<file path="config.mk">
export PLATFORM = sky130hd
export DESIGN_NAME = secure_mem_arbiter_flat
export DESIGN_NICKNAME = d
export VERILOG_FILES = /design/src/rtl/secure_mem_arbiter_if.sv /design/src/rtl/secure_mem_arbiter.sv /design/src/flat_wrapper.sv
export SDC_FILE = /design/constraint.sdc
export NUM_CORES = 1
export LEC_CHECK = 0
export ABC_AREA = 1
export CAP_MARGIN = 20
export CORE_AREA = 3 3 505 507
export DETAILED_ROUTE_END_ITERATION = 16
export DIE_AREA = 0 0 508 510
export SLEW_MARGIN = 20
export SYNTH_ARGS = -nofsm -noshare
export SYNTH_HDL_FRONTEND = slang
export SYNTH_SLANG_ARGS = --single-unit
</file>
<file path="constraint.sdc">
create_clock -name clk -period 2 [get_ports clk]
set_clock_uncertainty 0.1 [all_clocks]
set_input_delay 0.2 -clock clk [delete_from_list [all_inputs] [get_ports clk]]
set_output_delay 0.2 -clock clk [all_outputs]
set_load 0.01 [all_outputs]
</file>
<file path="src/rtl/secure_mem_arbiter_if.sv">
// Bus bundle for secure_mem_arbiter: two requester lanes plus the memory port.
//   req/req_we/req_addr/req_wdata/lock_mask : requester side, into the arbiter
//   ack/err/rdata/busy                      : completion side, out of the arbiter
//   mem_rd_en/mem_wr_en/mem_addr/mem_wdata  : memory strobes, out of the arbiter
//   mem_rdata/mem_valid                     : registered memory response, into the arbiter
// slave = arbiter view, master = requester/memory environment view.
interface secure_mem_arbiter_if #(
    parameter int unsigned WIDTH  = 256,
    parameter int unsigned LENGTH = 6
);
    localparam int unsigned AW = (LENGTH > 1) ? $clog2(LENGTH) : 1;

    logic [1:0]         req;
    logic [1:0]         req_we;
    logic [2*AW-1:0]    req_addr;
    logic [2*WIDTH-1:0] req_wdata;
    logic [LENGTH-1:0]  lock_mask;
    logic [1:0]         ack;
    logic [1:0]         err;
    logic [WIDTH-1:0]   rdata;
    logic               busy;
    logic               mem_rd_en;
    logic               mem_wr_en;
    logic [AW-1:0]      mem_addr;
    logic [WIDTH-1:0]   mem_wdata;
    logic [WIDTH-1:0]   mem_rdata;
    logic               mem_valid;

    modport slave (
        input  req, req_we, req_addr, req_wdata, lock_mask, mem_rdata, mem_valid,
        output ack, err, rdata, busy, mem_rd_en, mem_wr_en, mem_addr, mem_wdata
    );

    modport master (
        output req, req_we, req_addr, req_wdata, lock_mask, mem_rdata, mem_valid,
        input  ack, err, rdata, busy, mem_rd_en, mem_wr_en, mem_addr, mem_wdata
    );
endinterface

</file>
<file path="src/rtl/secure_mem_arbiter.sv">
// Round-robin arbiter between a secure engine (lane 0) and a host (lane 1)
// in front of a single-port memory, with host write-lock and address checks.
// Ports:
//   clk  : rising-edge clock
//   rst  : asynchronous active-low reset
//   bus  : secure_mem_arbiter_if.slave (requests, completions, memory port)
// All outputs are registered; exactly one memory operation is in flight.
module secure_mem_arbiter #(
    parameter int unsigned WIDTH  = 256,
    parameter int unsigned LENGTH = 6
) (
    input  logic                 clk,
    input  logic                 rst,
    secure_mem_arbiter_if.slave  bus
);
    localparam int unsigned AW  = (LENGTH > 1) ? $clog2(LENGTH) : 1;
    localparam int unsigned NP  = 1 << AW;
    localparam int unsigned CW  = 2;
    localparam int unsigned TMO = 4;

    typedef enum logic [1:0] {IDLE, ISSUE, WAIT, DONE} state_t;

    state_t           state_q;
    logic             id_q;
    logic             we_q;
    logic             last_q;
    logic [CW-1:0]    tmo_q;
    logic [1:0]       ack_q;
    logic [1:0]       err_q;
    logic [WIDTH-1:0] rdata_q;
    logic             busy_q;
    logic             mem_rd_en_q;
    logic             mem_wr_en_q;
    logic [AW-1:0]    mem_addr_q;
    logic [WIDTH-1:0] mem_wdata_q;

    logic             gnt_d;
    logic             we_d;
    logic [AW-1:0]    addr_d;
    logic [WIDTH-1:0] wdata_d;
    logic             reject_d;
    logic [NP-1:0]    lock_pad;

    function automatic logic [1:0] id_onehot(input logic id);
        return id ? 2'b10 : 2'b01;
    endfunction

    // Pad lock_mask to the full address space so any address indexes safely.
    assign lock_pad = NP'(bus.lock_mask);

    // Grant selection: on a tie the lane not granted last wins.
    always_comb begin
        gnt_d    = 1'b0;
        we_d     = 1'b0;
        addr_d   = '0;
        wdata_d  = '0;
        reject_d = 1'b0;
        if (bus.req == 2'b11) begin
            gnt_d = ~last_q;
        end else begin
            gnt_d = bus.req[1];
        end
        we_d    = gnt_d ? bus.req_we[1] : bus.req_we[0];
        addr_d  = gnt_d ? bus.req_addr[2*AW-1:AW] : bus.req_addr[AW-1:0];
        wdata_d = gnt_d ? bus.req_wdata[2*WIDTH-1:WIDTH] : bus.req_wdata[WIDTH-1:0];
        // The secure engine bypasses the lock; only host writes are checked.
        reject_d = (32'(addr_d) >= LENGTH) || (gnt_d && we_d && lock_pad[addr_d]);
    end

    // Transaction FSM; pulse outputs default low and are set on state entry.
    always_ff @(posedge clk or negedge rst) begin
        if (!rst) begin
            state_q     <= IDLE;
            id_q        <= 1'b0;
            we_q        <= 1'b0;
            last_q      <= 1'b1;
            tmo_q       <= '0;
            ack_q       <= '0;
            err_q       <= '0;
            rdata_q     <= '0;
            busy_q      <= 1'b0;
            mem_rd_en_q <= 1'b0;
            mem_wr_en_q <= 1'b0;
            mem_addr_q  <= '0;
            mem_wdata_q <= '0;
        end else begin
            ack_q       <= '0;
            err_q       <= '0;
            rdata_q     <= '0;
            mem_rd_en_q <= 1'b0;
            mem_wr_en_q <= 1'b0;
            mem_addr_q  <= '0;
            mem_wdata_q <= '0;
            case (state_q)
                IDLE: begin
                    if (|bus.req) begin
                        id_q   <= gnt_d;
                        we_q   <= we_d;
                        busy_q <= 1'b1;
                        if (reject_d) begin
                            state_q <= DONE;
                            ack_q   <= id_onehot(gnt_d);
                            err_q   <= id_onehot(gnt_d);
                        end else begin
                            state_q     <= ISSUE;
                            mem_addr_q  <= addr_d;
                            mem_rd_en_q <= ~we_d;
                            mem_wr_en_q <= we_d;
                            mem_wdata_q <= we_d ? wdata_d : '0;
                        end
                    end
                end
                ISSUE: begin
                    if (we_q) begin
                        state_q <= DONE;
                        ack_q   <= id_onehot(id_q);
                    end else begin
                        state_q <= WAIT;
                        tmo_q   <= '0;
                    end
                end
                WAIT: begin
                    if (bus.mem_valid) begin
                        state_q <= DONE;
                        ack_q   <= id_onehot(id_q);
                        rdata_q <= bus.mem_rdata;
                    end else if (tmo_q == CW'(TMO - 1)) begin
                        state_q <= DONE;
                        ack_q   <= id_onehot(id_q);
                        err_q   <= id_onehot(id_q);
                    end else begin
                        tmo_q <= tmo_q + CW'(1);
                    end
                end
                DONE: begin
                    state_q <= IDLE;
                    busy_q  <= 1'b0;
                    last_q  <= id_q;
                    tmo_q   <= '0;
                end
                default: state_q <= IDLE;
            endcase
        end
    end

    assign bus.ack       = ack_q;
    assign bus.err       = err_q;
    assign bus.rdata     = rdata_q;
    assign bus.busy      = busy_q;
    assign bus.mem_rd_en = mem_rd_en_q;
    assign bus.mem_wr_en = mem_wr_en_q;
    assign bus.mem_addr  = mem_addr_q;
    assign bus.mem_wdata = mem_wdata_q;
endmodule

</file>
<file path="src/flat_wrapper.sv">
// flat-port wrapper written by rule: the top's interface ports become plain ports
module secure_mem_arbiter_flat 
#(
    parameter int unsigned WIDTH  = 256,
    parameter int unsigned LENGTH = 6
)
  (clk, rst, bus_req, bus_req_we, bus_req_addr, bus_req_wdata, bus_lock_mask, bus_mem_rdata, bus_mem_valid, bus_ack, bus_err, bus_rdata, bus_busy, bus_mem_rd_en, bus_mem_wr_en, bus_mem_addr, bus_mem_wdata);
  secure_mem_arbiter_if #(.WIDTH(WIDTH), .LENGTH(LENGTH)) bus_i ();
  input  logic clk;
  input  logic rst;
  input wire logic [$bits(bus_i.req)-1:0] bus_req;
  input wire logic [$bits(bus_i.req_we)-1:0] bus_req_we;
  input wire logic [$bits(bus_i.req_addr)-1:0] bus_req_addr;
  input wire logic [$bits(bus_i.req_wdata)-1:0] bus_req_wdata;
  input wire logic [$bits(bus_i.lock_mask)-1:0] bus_lock_mask;
  input wire logic [$bits(bus_i.mem_rdata)-1:0] bus_mem_rdata;
  input wire logic [$bits(bus_i.mem_valid)-1:0] bus_mem_valid;
  output wire logic [$bits(bus_i.ack)-1:0] bus_ack;
  output wire logic [$bits(bus_i.err)-1:0] bus_err;
  output wire logic [$bits(bus_i.rdata)-1:0] bus_rdata;
  output wire logic [$bits(bus_i.busy)-1:0] bus_busy;
  output wire logic [$bits(bus_i.mem_rd_en)-1:0] bus_mem_rd_en;
  output wire logic [$bits(bus_i.mem_wr_en)-1:0] bus_mem_wr_en;
  output wire logic [$bits(bus_i.mem_addr)-1:0] bus_mem_addr;
  output wire logic [$bits(bus_i.mem_wdata)-1:0] bus_mem_wdata;
  assign bus_i.req = bus_req;
  assign bus_i.req_we = bus_req_we;
  assign bus_i.req_addr = bus_req_addr;
  assign bus_i.req_wdata = bus_req_wdata;
  assign bus_i.lock_mask = bus_lock_mask;
  assign bus_i.mem_rdata = bus_mem_rdata;
  assign bus_i.mem_valid = bus_mem_valid;
  assign bus_ack = bus_i.ack;
  assign bus_err = bus_i.err;
  assign bus_rdata = bus_i.rdata;
  assign bus_busy = bus_i.busy;
  assign bus_mem_rd_en = bus_i.mem_rd_en;
  assign bus_mem_wr_en = bus_i.mem_wr_en;
  assign bus_mem_addr = bus_i.mem_addr;
  assign bus_mem_wdata = bus_i.mem_wdata;
  secure_mem_arbiter #(.WIDTH(WIDTH), .LENGTH(LENGTH)) u_core (.clk(clk), .rst(rst), .bus(bus_i));
endmodule
</file>
==> results.cfg <==
[status]
run_status = finished with violations
violations_in_the_final_reports = setup timing

[cells_and_area]
design_area_mm2 = 0.0484
area_growth_pct = 149
num-nets-final = 4960
ratio_of_cells_with_drive_above_1_in_the_final_layout_pct = 10.8
utilization_pct = 19.3
final.fill_count = 27362

[floorplanning]
initial_core_util_pct = 7.74
die_height_um = 510
dieWidth_um = 508
placement_rows = 184
io-pin-count = 1309
die_area_mm2 = 0.259
core_area_mm2 = 0.251

[detailed_routing]
drt_initial_violations = 1416
post_dr_vias_cell = 3.14
wl_per_cell_um = 25.0
detailed_routing_iteration_count_for_the_pre_antenna_repair_pass = 5
route.vias.total = 23937
ant_nets = 0
detail_route.wirelength_um = 190000
remaining_drc_errors = 0

[logic_synthesis]
netlist_top_cells_count = sky130_fd_sc_hd__nand2_1, sky130_fd_sc_hd__dfrtp_1, sky130_fd_sc_hd__inv_1, sky130_fd_sc_hd__nor2_1, sky130_fd_sc_hd__a21oi_1
synth.most_common_cell = sky130_fd_sc_hd__nand2_1
synthDistinctLibCells = 27
synth_seq_cells = 529
asyncSetResetFlopFracSynth_pct = 100
synth_top_cells_by_area = sky130_fd_sc_hd__dfrtp_1, sky130_fd_sc_hd__nand2_1, sky130_fd_sc_hd__a21oi_1
syn_area_mm2 = 0.0194
synth-edff-count = 0
synth_largest_type_area_fraction_pct = 68.0
synth_warnings = 0
syn_nets = 2813
ys.flop_type = sky130_fd_sc_hd__dfrtp_1
synthesis.area_per_instance_um2 = 9.62
yosysSeqAreaShare_pct = 68.1
synth_top_cell_by_area = sky130_fd_sc_hd__dfrtp_1
synthCells = 2021

[clock_network]
clock-root-buffer = sky130_fd_sc_hd__clkbuf_16
cts_buffers = 67
cts.clk_slew.worst_paths_ns = 0.06
buffer_levels_on_the_longest_clock_path = 3
ctsHtreeMaxLevel = 3
cts_tree = built
clk-insertion-delay-late_ns = 0.70
cts_sinks = 529

[power]
irDropWorstVdd_mv = 0.615
cellLeakagePower_nw = 21.4
power_per_cell_area_mw_per_mm2 = 799

[sta]
max-slew-margin-rel_pct = 61.1
finalCritPeriodShare_pct = 115
finalSetupViolCount = 311
finalCriticalPeriod_ns = 2.31
fmax_mhz = 434
finalSetupTns_ns = -42.74
slew_violations = 0
slew_of_the_pin_with_the_lowest_slew_margin_ns = 0.585
rsz0062_at_grt = yes
final_critical_path_setup_slack_ns = -0.305
hold_violations = 0

[global_route]
grt_start_max_net_pins = 90
grt_pass1_wl_um = 238000
grt_use_met3_pct = 4.10
via_count_of_the_first_global_routing_pass = 25045
gr-usage-all-layers_pct = 13.8
met1_usage_pct = 16.9
grt-ovfl-total = 0
grt_antenna_before_repair = 139
groute.layer.met2.usage_pct = 22.9
global_routing_s_busiest_layer = met2

[placed_design]
place.port_buffers = 1308
finalWeightedCongestion = 0.955
dpl_cell_area_mm2 = 0.0374
detailed_place_hpwl_um = 156000
place_ws_ns = -0.495

[critical_path]
critical_path_capture_point_type = register
timing.critical_path.arrival_ns = 2.81
setup_crit_start_kind = register
path_class = reg -> reg
timing.critical_path.required_ns = 2.51
cp_max_fo = 8

[min_path]
hold_class = in -> reg

[job]
maxcap_violations = 0
layout by cell type, fill, tap and decap left out, types with 8 or more instances in the layout:
cell / netlist / layout
sky130_fd_sc_hd__a21oi_1: 253 / 134
sky130_fd_sc_hd__a21oi_2: 11 / 119
sky130_fd_sc_hd__a21oi_4: 0 / 11
sky130_fd_sc_hd__buf_12: 0 / 23
sky130_fd_sc_hd__buf_16: 0 / 9
sky130_fd_sc_hd__buf_4: 21 / 110
sky130_fd_sc_hd__buf_6: 3 / 16
sky130_fd_sc_hd__clkbuf_1: 85 / 18
sky130_fd_sc_hd__clkbuf_16: 0 / 77
sky130_fd_sc_hd__clkdlybuf4s50_1: 0 / 1217
sky130_fd_sc_hd__dfrtp_1: 528 / 521
sky130_fd_sc_hd__diode_2: 0 / 49
sky130_fd_sc_hd__dlygate4sd2_1: 0 / 58
sky130_fd_sc_hd__dlygate4sd3_1: 0 / 731
sky130_fd_sc_hd__inv_1: 270 / 270
sky130_fd_sc_hd__nand2_1: 542 / 524
sky130_fd_sc_hd__nand2_2: 1 / 9
sky130_fd_sc_hd__nand2_4: 0 / 8
sky130_fd_sc_hd__nor2_1: 265 / 264
layer usage:
metal | part of all wire [%] | up-vias | wire length (µm)
li1 | - | 10430 | -
met1 | 41 | 11651 | 77900
met2 | 46 | 1440 | 88500
met3 | 8.4 | 374 | 16000
met4 | 4.0 | 42 | 7690
met5 | 0.14 | - | 260
power breakdown:
| group | internal, mW | switching [mW] |
|---|---|---|
| Combinational | 6.25 | 6.82 |
| Sequential | 12.0 | 0.665 |
| Clock | 7.33 | 5.57 |
kinds of logic after synthesis:
logic type / after synthesis / share of synthesized area, %
flip-flops: 529 / 68.1
AO/OA/AOI/OAI: 277 / 7.43
AND/OR/NAND/NOR: 826 / 16.2
adder cells (fa/ha/maj): 5 / 0.322
buffers and inverters: 384 / 7.96
per-stage QoR:
stage / power [mW] / instances / hold slack [ns]
2_1_floorplan: 15.9 / 2021 / -0.196
3_3_place_gp: 23.4 / 6685 / 0.0148
3_5_place_dp: 23.5 / 6685 / 0.0144
4_1_cts: 38.7 / 7549 / 0.0000315
5_1_grt: 40.6 / 7590 / 0.00821
6_report: 38.7 / 7617 / 0.0685
repair_timing:
action                                   CTS  global route
cloned                                     5            16
endpoints found under the setup margin   557           423
hold endpoints to repair                1031             0
gates resized for setup                  141           148
pin swaps                                  3            14
hold buffers                             732             0
setup buffers                              7             3
state kept, by name, indices dropped and copies added (netlist names), 2 cells and up:
signal                flops
u_core.state_q            2
u_core.bus.mem_wdata    256
u_core.bus.ack            2
u_core.bus.mem_addr       3
u_core.bus.err            2
u_core.tmo_q              2
u_core.bus.rdata        256
critical path, cell delays in order (launching register included):
cell and delay [ns]:
sky130_fd_sc_hd__dfstp_2 0.57, sky130_fd_sc_hd__nand2_4 0.10, sky130_fd_sc_hd__nand2_8 0.13, sky130_fd_sc_hd__nand2_4 0.08, sky130_fd_sc_hd__nand3_2 0.07, sky130_fd_sc_hd__nand3_2 0.08
sky130_fd_sc_hd__nand2_2 0.08, sky130_fd_sc_hd__nand2_2 0.07, sky130_fd_sc_hd__nand2_4 0.08, sky130_fd_sc_hd__nand3_4 0.11, sky130_fd_sc_hd__buf_12 0.19, sky130_fd_sc_hd__buf_16 0.15
sky130_fd_sc_hd__clkbuf_16 0.22, sky130_fd_sc_hd__a21oi_1 0.12
cell type report:
type                       count  area [µm²]  share of cell area (%)
sequential                   529       13200                    27.4
tap                         3348        4190                    8.65
clock buffer                  90        1810                    3.74
inverter                     271        1020                    2.10
timing repair buffer        2191       22200                    45.9
clock inverter                31         477                   0.984
antenna                       49         123                   0.253
multi-input combinational   1108        5330                    11.0
worst paths after layout:
path,start,end,slack [ns],cells after the start
worst max-delay path,u_core.last_q$_DFFE_PN1P_,u_core.bus.mem_wdata[48]$_DFF_PN0_,-0.31,13
worst min-delay path,bus_mem_rdata[181],u_core.bus.rdata[181]$_DFF_PN0_,0.07,3
worst max register to register,u_core.last_q$_DFFE_PN1P_,u_core.bus.mem_wdata[48]$_DFF_PN0_,-0.31,13
worst min register to register,u_core.bus.busy$_DFFE_PN0P_,u_core.bus.busy$_DFFE_PN0P_,0.42,2
max in group asynchronous,rst,u_core.bus.mem_wdata[34]$_DFF_PN0_,0.54,5
min in group asynchronous,rst,u_core.bus.rdata[120]$_DFF_PN0_,0.61,4
Note: power is estimated with default switching activity, not from simulation.
